$ cat src/rtl/pipe_stage_skid_reg.sv
// rtl/pipe_stage_skid_reg.sv - MEM/WB pipeline stage register with 2-entry skid buffer, flush and stall counter
//
// Purpose:
//   Carries MEM/WB control fields and a data payload between pipe stages
//   over a valid/ready handshake. A main entry drives the outputs and a skid
//   entry absorbs one extra beat, so the stage sustains one entry per cycle
//   under backpressure without in_ready depending on out_ready.
//
// Ports:
//   clk, rst            clock (rising edge), asynchronous active-high reset
//   flush               synchronous flush: empties the stage, drops same-cycle input
//   in_valid/in_ready   upstream handshake
//   in_mem/in_wb/in_data    upstream entry fields
//   out_valid/out_ready downstream handshake
//   out_mem/out_wb/out_data entry fields, all zero while out_valid=0
//   stall_cnt           saturating count of cycles with out_valid & !out_ready
module pipe_stage_skid_reg #(
    parameter int MEM_W  = 12,
    parameter int WB_W   = 10,
    parameter int DATA_W = 32,
    parameter int CNT_W  = 16
) (
    input  logic              clk,
    input  logic              rst,
    input  logic              flush,
    input  logic              in_valid,
    output logic              in_ready,
    input  logic [MEM_W-1:0]  in_mem,
    input  logic [WB_W-1:0]   in_wb,
    input  logic [DATA_W-1:0] in_data,
    output logic              out_valid,
    input  logic              out_ready,
    output logic [MEM_W-1:0]  out_mem,
    output logic [WB_W-1:0]   out_wb,
    output logic [DATA_W-1:0] out_data,
    output logic [CNT_W-1:0]  stall_cnt
);

    typedef enum logic [1:0] {
        S_EMPTY = 2'd0,
        S_BUSY  = 2'd1,
        S_FULL  = 2'd2
    } state_t;

    state_t state;

    logic [MEM_W-1:0]  main_mem,  skid_mem;
    logic [WB_W-1:0]   main_wb,   skid_wb;
    logic [DATA_W-1:0] main_data, skid_data;

    logic in_fire;
    logic out_fire;

    localparam logic [CNT_W-1:0] CNT_ONE = {{(CNT_W-1){1'b0}}, 1'b1};
    localparam logic [CNT_W-1:0] CNT_MAX = {CNT_W{1'b1}};

    // Handshake flags are pure decodes of the state register.
    assign in_ready  = (state != S_FULL);
    assign out_valid = (state != S_EMPTY);
    assign in_fire   = in_valid & in_ready;
    assign out_fire  = out_valid & out_ready;

    // Main entry is zeroed whenever it stops holding a valid entry, so the
    // outputs can be driven straight from it and still read as a bubble.
    assign out_mem  = main_mem;
    assign out_wb   = main_wb;
    assign out_data = main_data;

    always_ff @(posedge clk or posedge rst) begin
        if (rst) begin
            state     <= S_EMPTY;
            main_mem  <= '0;
            main_wb   <= '0;
            main_data <= '0;
            skid_mem  <= '0;
            skid_wb   <= '0;
            skid_data <= '0;
        end else if (flush) begin
            // Flush wins over everything; any same-cycle input is discarded.
            state     <= S_EMPTY;
            main_mem  <= '0;
            main_wb   <= '0;
            main_data <= '0;
            skid_mem  <= '0;
            skid_wb   <= '0;
            skid_data <= '0;
        end else begin
            case (state)
                S_EMPTY: begin
                    if (in_fire) begin
                        main_mem  <= in_mem;
                        main_wb   <= in_wb;
                        main_data <= in_data;
                        state     <= S_BUSY;
                    end
                end
                S_BUSY: begin
                    if (in_fire && out_fire) begin
                        main_mem  <= in_mem;
                        main_wb   <= in_wb;
                        main_data <= in_data;
                    end else if (in_fire) begin
                        // Downstream stalled: park the new entry behind main.
                        skid_mem  <= in_mem;
                        skid_wb   <= in_wb;
                        skid_data <= in_data;
                        state     <= S_FULL;
                    end else if (out_fire) begin
                        main_mem  <= '0;
                        main_wb   <= '0;
                        main_data <= '0;
                        state     <= S_EMPTY;
                    end
                end
                S_FULL: begin
                    if (out_fire) begin
                        main_mem  <= skid_mem;
                        main_wb   <= skid_wb;
                        main_data <= skid_data;
                        skid_mem  <= '0;
                        skid_wb   <= '0;
                        skid_data <= '0;
                        state     <= S_BUSY;
                    end
                end
                default: begin
                    state     <= S_EMPTY;
                    main_mem  <= '0;
                    main_wb   <= '0;
                    main_data <= '0;
                    skid_mem  <= '0;
                    skid_wb   <= '0;
                    skid_data <= '0;
                end
            endcase
        end
    end

    // Counts backpressure cycles independent of flush; only rst clears it.
    always_ff @(posedge clk or posedge rst) begin
        if (rst) begin
            stall_cnt <= '0;
        end else if (out_valid && !out_ready && (stall_cnt != CNT_MAX)) begin
            stall_cnt <= stall_cnt + CNT_ONE;
        end
    end

endmodule

$ cat config.mk
export PLATFORM = sky130hd
export DESIGN_NAME = pipe_stage_skid_reg
export DESIGN_NICKNAME = d
export VERILOG_FILES = /design/src/rtl/pipe_stage_skid_reg.sv
export SDC_FILE = /design/constraint.sdc
export NUM_CORES = 1
export LEC_CHECK = 0
export CAP_MARGIN = 20
export CELL_PAD_IN_SITES_DETAIL_PLACEMENT = 2
export CELL_PAD_IN_SITES_GLOBAL_PLACEMENT = 2
export CORE_MARGIN = 5
export CORE_UTILIZATION = 34
export DETAILED_ROUTE_END_ITERATION = 8
export HOLD_SLACK_MARGIN = 0.12
export PLACE_DENSITY = 0.83
export SLEW_MARGIN = 40
export SYNTH_ARGS = -nofsm -noshare
export SYNTH_HDL_FRONTEND = slang
export SYNTH_SLANG_ARGS = --single-unit
$ cat constraint.sdc
create_clock -name clk -period 9.1 [get_ports clk]
set_clock_uncertainty 0.05 [all_clocks]
set_input_delay 2.73 -clock clk [delete_from_list [all_inputs] [get_ports clk]]
set_output_delay 2.73 -clock clk [all_outputs]
set_load 0.01 [all_outputs]
==> metrics, run 1 <==
final worst-path cycle share=about 52%; Hold Crit Depth=1; status=completed; crit path buf inv count=2; Core Rows=47; Post-synth ARST share=between 90% and 100%; static leakage=~3.3 nW; initial antenna violation count=2; Power Dens Cells=about 210 nW/um^2; die area=19330 um^2; Setup Viol. Count Final=0; Met3 Wirelength=~850 um; Synth top area share=a little under three fifths; DRC=0; Slew @ Worst Pin=0.7031 ns; share of layout cells above drive strength 1=approximately 7.8%; post-synthesis cell type count=40; post-CTS setup buffer count=0; hold path startpoint=out_mem[1]; top cells by area, synth=dfrtp_1 (56%), mux2i_1 (9.7%), o2bb2ai_1 (8.5%); die span in x=139.0 um; Min Hold Slack=between 0.4 and 0.5 ns; synth-to-layout area growth=38.74%; r2r endpoint=out_data[24]; worst-path cell chain=clkdlybuf4s50_1 > nand2_1 > a21oi_4 > buf_4 > a22oi_1 > o2bb2ai_1; Post-Route WL=18700 um; R2R Setup Slk=between 6 and 7 ns; total of flip-flops plus latches after synthesis=approximately 130; Hold Path Sink=out_mem[1]; Main synth FF type=dfrtp_1; # IOs=roughly 130; max-slew violations=0; Fin. Hold Viols=0; Crit path depth=6; DR top layer=met5; Max-Cap Viols=0; met2 WL=slightly below 10000 um; first-pass GRT wire length=just over 30000 um; Worst-Skew Late Latency=about 0.42 ns; Core Area=16470 um^2; slowest cell delay on critical path=about 0.65 ns; Slew HR=53.13%; H-tree Lvls=4; Commonest cells post-synth=dfrtp_1 (126), nand2_1 (60), inv_1 (59); detailed-route via count=roughly 4.6k; Initial DRC Count=190; via density per instance=approximately 5.3; Synth area leader=dfrtp_1; IO Port Bufs=130; Die Height=approximately 140 um; Antenna Violating Nets Remaining=0; routed length per instance=~22 um; total CTS buffers=17; Antenna Cells=0; min Tclk post-route=4.759 ns; Mapped Area=5659 um^2; GPL Wtd Cong=0.8434; CTS resizes=0; RSZ-0062 raised after global routing=no; VDD IR max=around 140 uV; Hold Crit Class=flop to flop; vias in the first global route=approximately 5.5k; clk root buf=clkbuf_16; CTS tree=yes; Post-Route Setup TNS=0 ns; Post-synth EDFFs=0; All-Layer GR Usage=19.69%; largest net degree at the start of global routing=83; Peak Freq=roughly 0.21 GHz; cells after synthesis=510; Nets=690; deepest clock path buffer count=2; drt pass-1 iters=4; CP Data Arrival Time=approximately 5.0 ns; Starting Density=34.37%; grt ovf=0; CP top delay family=buffers and inverters; syn avg cell area=~11 um^2; CTS sink cnt=between 100 and 150; Yosys warning count=0; Critical Path RT=between 9 and 10 ns; count leader, synth=dfrtp_1; CP Capture Type=flop; HPWL after DPL=roughly 12000 um; crit path max fanout=41; startpoint type of the worst setup path=input port; M1 wire length=7908 um; clock slew at reported path FFs=0.06 ns; slowest CP cell=clkdlybuf4s50_1; Reg-to-Reg Start=state[1]; syn_nets=570; Reg2Reg Depth=5; post-synthesis sequential area ratio=55.72%; cts-stage hold buffer count=0; WS Path Type=input port to flop
==> through the flow <==
| stage | instances | util (%) | instance area (um^2) | power, W | setup WS, ns |
|---|---|---|---|---|---|
| finish | 863 | 47.68 | 7851 | 0.001638 | 4.341 |
| floorplan | 510 | - | 5659 | 0.0007556 | 2.964 |
| detailed placement | 831 | 43.73 | 7201 | 0.0008923 | 3.986 |
| global route | 863 | 47.68 | 7851 | 0.001703 | 4.217 |
| global placement | 829 | 43.43 | 7152 | 0.0008754 | 4.115 |
| CTS | 863 | 47.67 | 7849 | 0.001657 | 4.369 |
==> worst max path at each step <==
stage / startpoint / endpoint / slack (ns)
after floorplan: rst / out_data[0] / 2.96
after global routing: out_ready / out_data[12] / 4.22
after global placement: out_ready / skid_data[9] / 4.12
after CTS: out_ready / out_data[12] / 4.37
final: out_ready / out_data[12] / 4.34
after detailed placement: out_ready / out_data[17] / 3.99
==> registers in the layout, summed over array words and instances, names as in the netlist <==
name,cells
stall_cnt,16
out_mem,12
state,2
out_wb,10
out_data,32
skid_wb,10
skid_mem,12
skid_data,32
==> layout by cell type, fill, tap and decap left out, types with 2 or more instances in the layout <==
cell             Yosys  layout
a21oi_1              3       3
a22oi_1             55      55
buf_12               0       2
buf_4                0       4
bufinv_16            0       5
clkbuf_1            21       2
clkbuf_16            0      17
clkbuf_8             0       3
clkdlybuf4s50_1      0     130
clkinv_2             0       3
clkinvlp_4           0       3
dfrtp_1            126     126
inv_1               59      58
mux2_2               2       2
mux2i_1             55      55
nand2_1             60      60
nand3_1              4       4
nand4_1              5       5
nor2_1               8       8
nor3_1               2       2
o2111ai_1            2       2
o211ai_1             3       3
o21ai_0              2       2
o2bb2ai_1           55      55
xnor2_1             11      11
==> routing by layer <==
metal / track usage, % / vias to the layer above
met5: 0 / -
met4: 5.870 / 4
met3: 5.586 / 26
met2: 35.03 / 133
met1: 23.12 / 2369
li1: - / 2037
==> area by class of cell <==
cell class,count,area (um^2)
timing repair buffer,137,1385
fill,1638,8615
tap,220,275.3
multi-input combinational,289,2166
clock inverter,11,187.7
sequential,126,3153
clock buffer,21,460.4
inverter,59,224.0
==> power breakdown <==
group          switching [W]  total, W  internal, W
Sequential         0.0000364  0.000637     0.000601
Clock               0.000257  0.000756     0.000499
Combinational       0.000124  0.000245     0.000121
==> cells by family after synthesis <==
kind of cell	count (synthesis)	synth area share [%]
buffers and inverters	95	6.721
adder cells (fa/ha/maj)	1	0.2211
XOR/XNOR	12	1.857
AND/OR/NAND/NOR	92	7.252
flip-flops	126	55.72
multiplexers	58	10.39
AO/OA/AOI/OAI	126	17.84
No activity file was read; power rests on OpenSTA's default activity.
==> inputs of run 2 (changes only) <==
CORE_UTILIZATION = 29   (was 34)
PLACE_DENSITY = 0.76   (was 0.83)
clock period = 3.9 ns   (was 9.1 ns; I/O delays follow)
==> run 2 against run 1 <==
Core utilization is 7.1 points lower; sequential power is 130% higher; total power is 110% higher; register-to-register slack worse by 4.7 ns; global-route usage is 2.9 points lower; non-clock buffer count is 2 higher; highest routed layer is now met4; critical path type is now flop to output pin; critical path depth is 4 lower; first-iteration DRC count is 17% higher; combinational power is 140% higher; largest cell class unchanged; sequential cell count stayed put; sequential share of layout area hardly changed; via count is 1.0% lower.
==> metrics, run 2 (synthesis gave the netlist of run 1 again) <==
clk root buf=clkbuf_16; IO Port Bufs=130; met2 GRT Util=28.67%; Slew HR=about half; status=completed; DRC=0; drt pass-1 iters=4; slowest cell delay on critical path=~0.51 ns; die area=22410 um^2; H-tree Lvls=4; met3 track utilization from global routing=3.967%; Hold Crit Class=flop to flop; routed length per instance=slightly above 20 um; deepest clock path buffer count=2; CTS resizes=0; Fin. Hold Viols=0; Placed Area=7327 um^2; initial antenna violation count=0; Die Height=between 100 and 150 um; Antenna Cells=0; Slew @ Worst Pin=slightly below 0.8 ns; share of layout cells above drive strength 1=6.875%; via density per instance=4.998; Peak Freq=0.3326 GHz; Critical Path RT=2.68 ns; grt ovf=0; Antenna Violating Nets Remaining=0; multi-input logic area=approximately 2200 um^2; Core Area=just under 20000 um^2; final core occ=between 40% and 50%; commonest non-fill, non-tap cell in the layout=clkdlybuf4s50_1; Power Dens Cells=between 400 and 500 nW/um^2; detailed-route via count=4523; synth-to-layout area growth=38.67%; final worst-path cycle share=77.08%; most frequent cells in the layout=clkdlybuf4s50_1 (130), dfrtp_1 (126), nand2_1 (60); post-CTS setup buffer count=0; total CTS buffers=17; startpoint type of the worst setup path=flop; # IOs=131; WS Path Type=flop to output pin; vias in the first global route=approximately 5.3k; clock slew at reported path FFs=roughly 0.050 ns; fillers=between 2k and 2.5k; Starting Density=between 20 and 30%; worst-path cell chain=or2_2 > clkdlybuf4s50_1; CP Data Arrival Time=approximately 1.8 ns; Setup Viol. Count Final=0; Post-Route WL=between 15000 and 20000 um; RSZ-0062 raised after global routing=no; GPL Wtd Cong=roughly 0.76; Nets=around 690; Post-Route Setup TNS=0 ns; CTS sink cnt=around 130; Design Area, Final=about 8000 um^2; static leakage=roughly 3.2 nW; cts-stage hold buffer count=0; Reg area=around 3200 um^2; All-Layer GR Usage=16.76%; first-pass GRT wire length=roughly 29000 um; max-slew violations=0; CP Capture Type=output pin; largest net degree at the start of global routing=about 130; met1 usage=a little over a fifth; Initial DRC Count=222; VDD IR max=approximately 300 uV; min Tclk post-route=~3 ns; die span in x=between 100 and 150 um; crit path buf inv count=1; CP top delay family=flip-flops; busiest grt layer=met2; Core Rows=between 50 and 60; slowest CP cell=dfrtp_1; Max-Cap Viols=0; HPWL after DPL=11660 um; Worst-Skew Late Latency=0.41 ns; crit path max fanout=10; CTS tree=yes
run 2: cell types whose count changed in the layout (fill, tap and decap cells not counted):
cell	change
inv_4	-1
buf_12	+5
clkinvlp_4	-2
buf_4	-2
clkbuf_1	+3
bufinv_16	-4
clkinv_2	-2
nand2b_2	+1
nand2b_4	-1
run 2: final timing paths:
path	start	endpoint	slack [ns]	depth (start not counted)
worst max-delay path	state[0]	out_valid	0.89	2
worst min-delay path	out_data[24]	out_data[24]	0.44	1
worst max register to register	state[0]	skid_mem[9]	1.92	5
worst min register to register	out_data[24]	out_data[24]	0.44	1
max in group asynchronous	rst	state[1]	1.96	3
min in group asynchronous	rst	stall_cnt[6]	1.20	3
run 2: cell type report:
type                            instances  share of cell area [%]
Multi-Input combinational cell        289                   27.54
Sequential cell                       126                   40.18
Tap cell                              265                   4.225
Clock inverter                          2                  0.4464
Inverter                               59                   2.870
Clock buffer                           25                   6.186
Timing Repair Buffer                  139                   18.56
run 2: routing by layer:
| layer | vias to the layer above | share of wire [%] |
|---|---|---|
| met3 | 8 | 4.1 |
| met1 | 2383 | 45 |
| met2 | 95 | 50 |
| li1 | 2037 | - |
| met4 | 0 | 0.70 |
| met5 | - | 0 |
run 2: per-stage QoR:
stage / hold slack, ns / instances / worst slack, ns / total power [W]
floorplan: 0.4469 / 510 / 1.127 / 0.001763
global placement: 0.4257 / 878 / 0.7523 / 0.002073
detailed placement: 0.4266 / 878 / 0.6740 / 0.002104
CTS: 0.4449 / 905 / 0.8490 / 0.003566
global route: 0.4607 / 905 / 0.8012 / 0.003686
finish: 0.4399 / 905 / 0.8938 / 0.003521
run 2: power by group:
group / internal (W) / switching, W / total (W) / leakage, nW
sequential: 0.00140 / 0.0000873 / 0.00149 / 1.71
clock: 0.000908 / 0.000538 / 0.00145 / 0.255
combinational: 0.000296 / 0.000289 / 0.000585 / 1.28
total: 0.00261 / 0.000915 / 0.00352 / 3.25
==> inputs of run 3 (changes only) <==
clock period = 2.6 ns   (was 3.9 ns; I/O delays follow)
==> run 3 against run 2 <==
Sequential power up 50%; non-clock buffer count up 8; hold slack about the same; critical path type unchanged; critical endpoint is now in_ready.
==> metrics, run 3 (synthesis gave the netlist of run 1 again) <==
commonest non-fill, non-tap cell in the layout=clkdlybuf4s50_1; PnR worst setup slack=about 0.1 ns; H-tree Lvls=4; die area=approximately 22000 um^2; share of layout cells above drive strength 1=a little under a tenth; deepest clock path buffer count=2; WS Path Type=flop to output pin; Slew @ Worst Pin=around 0.74 ns; vias in the first global route=5335; Design Area, Final=~8000 um^2; grt ovf=0; Worst-Skew Late Latency=around 0.43 ns; Setup Viol. Count Final=0; Max-Cap Viols=0; most frequent cells in the layout=clkdlybuf4s50_1 (129), dfrtp_1 (124), nand2_1 (60); initial antenna violation count=0; Setup crit start=state[1]; Placed Area=about 7400 um^2; Post-Route Setup TNS=0 ns; clock slew at reported path FFs=roughly 0.060 ns; multi-input logic area=2161 um^2; detailed-route via count=around 4.7k; final worst-path cycle share=a little over nine tenths; Reg-to-Reg Start=stall_cnt[3]; RSZ-0062 raised after global routing=no; Antenna Violating Nets Remaining=0; Fin. Hold Viols=0; DRC=0; synth-to-layout area growth=41.99%; slowest CP cell=clkdlybuf4s50_1; status=completed; drt pass-1 iters=5; HPWL after DPL=between 10000 and 15000 um; Initial DRC Count=between 200 and 250; worst-path cell chain=nor2b_4 > inv_1 > clkdlybuf4s50_1; CP Data Arrival Time=roughly 1.7 ns; Peak Freq=between 0.3 and 0.4 GHz; Hold Crit Class=flop to flop; static leakage=about 3.3 nW; Power Dens Cells=roughly 700 nW/um^2; CTS tree=yes; Core Rows=51; pre-CTS setup slack=0.03291 ns; die span in x=149.7 um; via density per instance=slightly above 5; slowest cell delay on critical path=0.54 ns; first-pass GRT wire length=a little over 30000 um; GPL Wtd Cong=between 0.7 and 0.8; Nets=700; Post-Route WL=around 19000 um; clk root buf=clkbuf_16; Core Area=between 15000 and 20000 um^2; startpoint type of the worst setup path=flop; min Tclk post-route=~2.5 ns; max-slew violations=0; IO Port Bufs=130; Critical Path RT=1.77 ns; cts-stage hold buffer count=0; Reg area=around 3200 um^2; Starting Density=about 30%; fillers=approximately 2k; hold path startpoint=out_wb[6]; All-Layer GR Usage=between 10% and 20%; VDD IR max=approximately 450 uV; largest net degree at the start of global routing=71; CP Capture Type=output pin; CTS sink cnt=between 100 and 150; Antenna Cells=0; crit path max fanout=9; Die Height=between 100 and 150 um; total CTS buffers=17; routed length per instance=about 21 um; # IOs=approximately 130; Slew HR=between 50% and 60%
## run 3: metal layers
metal / up-vias / wire, um / global-route usage [%] / share of wire [%]
li1: 2052 / - / - / -
met1: 2477 / 8417 / 22.40 / 45
met4: 0 / 190 / 4.392 / 1.0
met3: 18 / 809 / 4.119 / 4.3
met2: 107 / 9485 / 29.71 / 50
met5: - / 0 / 0 / 0
## run 3: worst paths after layout
| kind | cells after the start | endpoint | slack, ns |
|---|---|---|---|
| worst max-delay path | 3 | in_ready | 0.1 |
| max in group asynchronous | 3 | skid_data[7] | 1.38 |
| worst max register to register | 4 | stall_cnt[1] | 0.68 |
| worst min register to register | 1 | out_wb[6] | 0.44 |
| min in group asynchronous | 3 | stall_cnt[10] | 0.77 |
| worst min-delay path | 1 | out_wb[6] | 0.44 |
## run 3: worst max-delay path, delay by kind of cell, from the launching register on
family / cells / cell delay (ns)
buffers and inverters: 2 / 0.59
DFF: 1 / 0.49
and+or+nand+nor: 1 / 0.16
## run 3: metrics by stage
stage,utilization [%],power (W),instances,hold slack (ns)
after floorplan,-,0.002645,510,0.4469
after global placement,38.40,0.003134,886,0.4211
after detailed placement,38.40,0.003176,886,0.4261
after CTS,41.56,0.005664,918,0.4435
after global routing,41.56,0.005824,918,0.4561
final,41.56,0.005599,918,0.4400
## run 3: power breakdown
| part | switching (W) | total (W) | internal, W |
|---|---|---|---|
| clock network | 0.000873 | 0.00246 | 0.00159 |
| logic | 0.000442 | 0.000901 | 0.000459 |
| registers | 0.000132 | 0.00223 | 0.00210 |
| total | 0.00145 | 0.00560 | 0.00415 |
## run 3: layout make-up
type / instances / share of cell area, %
well taps: 265 / 4.126
multi-input cells: 289 / 26.89
repair buffers: 147 / 19.32
clock buffers: 28 / 6.680
flip-flops and latches: 126 / 39.27
clock inverters: 4 / 0.9031
inverters: 59 / 2.803
## run 3: repair_timing
action | CTS | global route
setup endpoints to repair | 2 | 0
resized for setup | 3 | 0
endpoints found under the hold margin | 0 | 0
setup buffers | 0 | 0
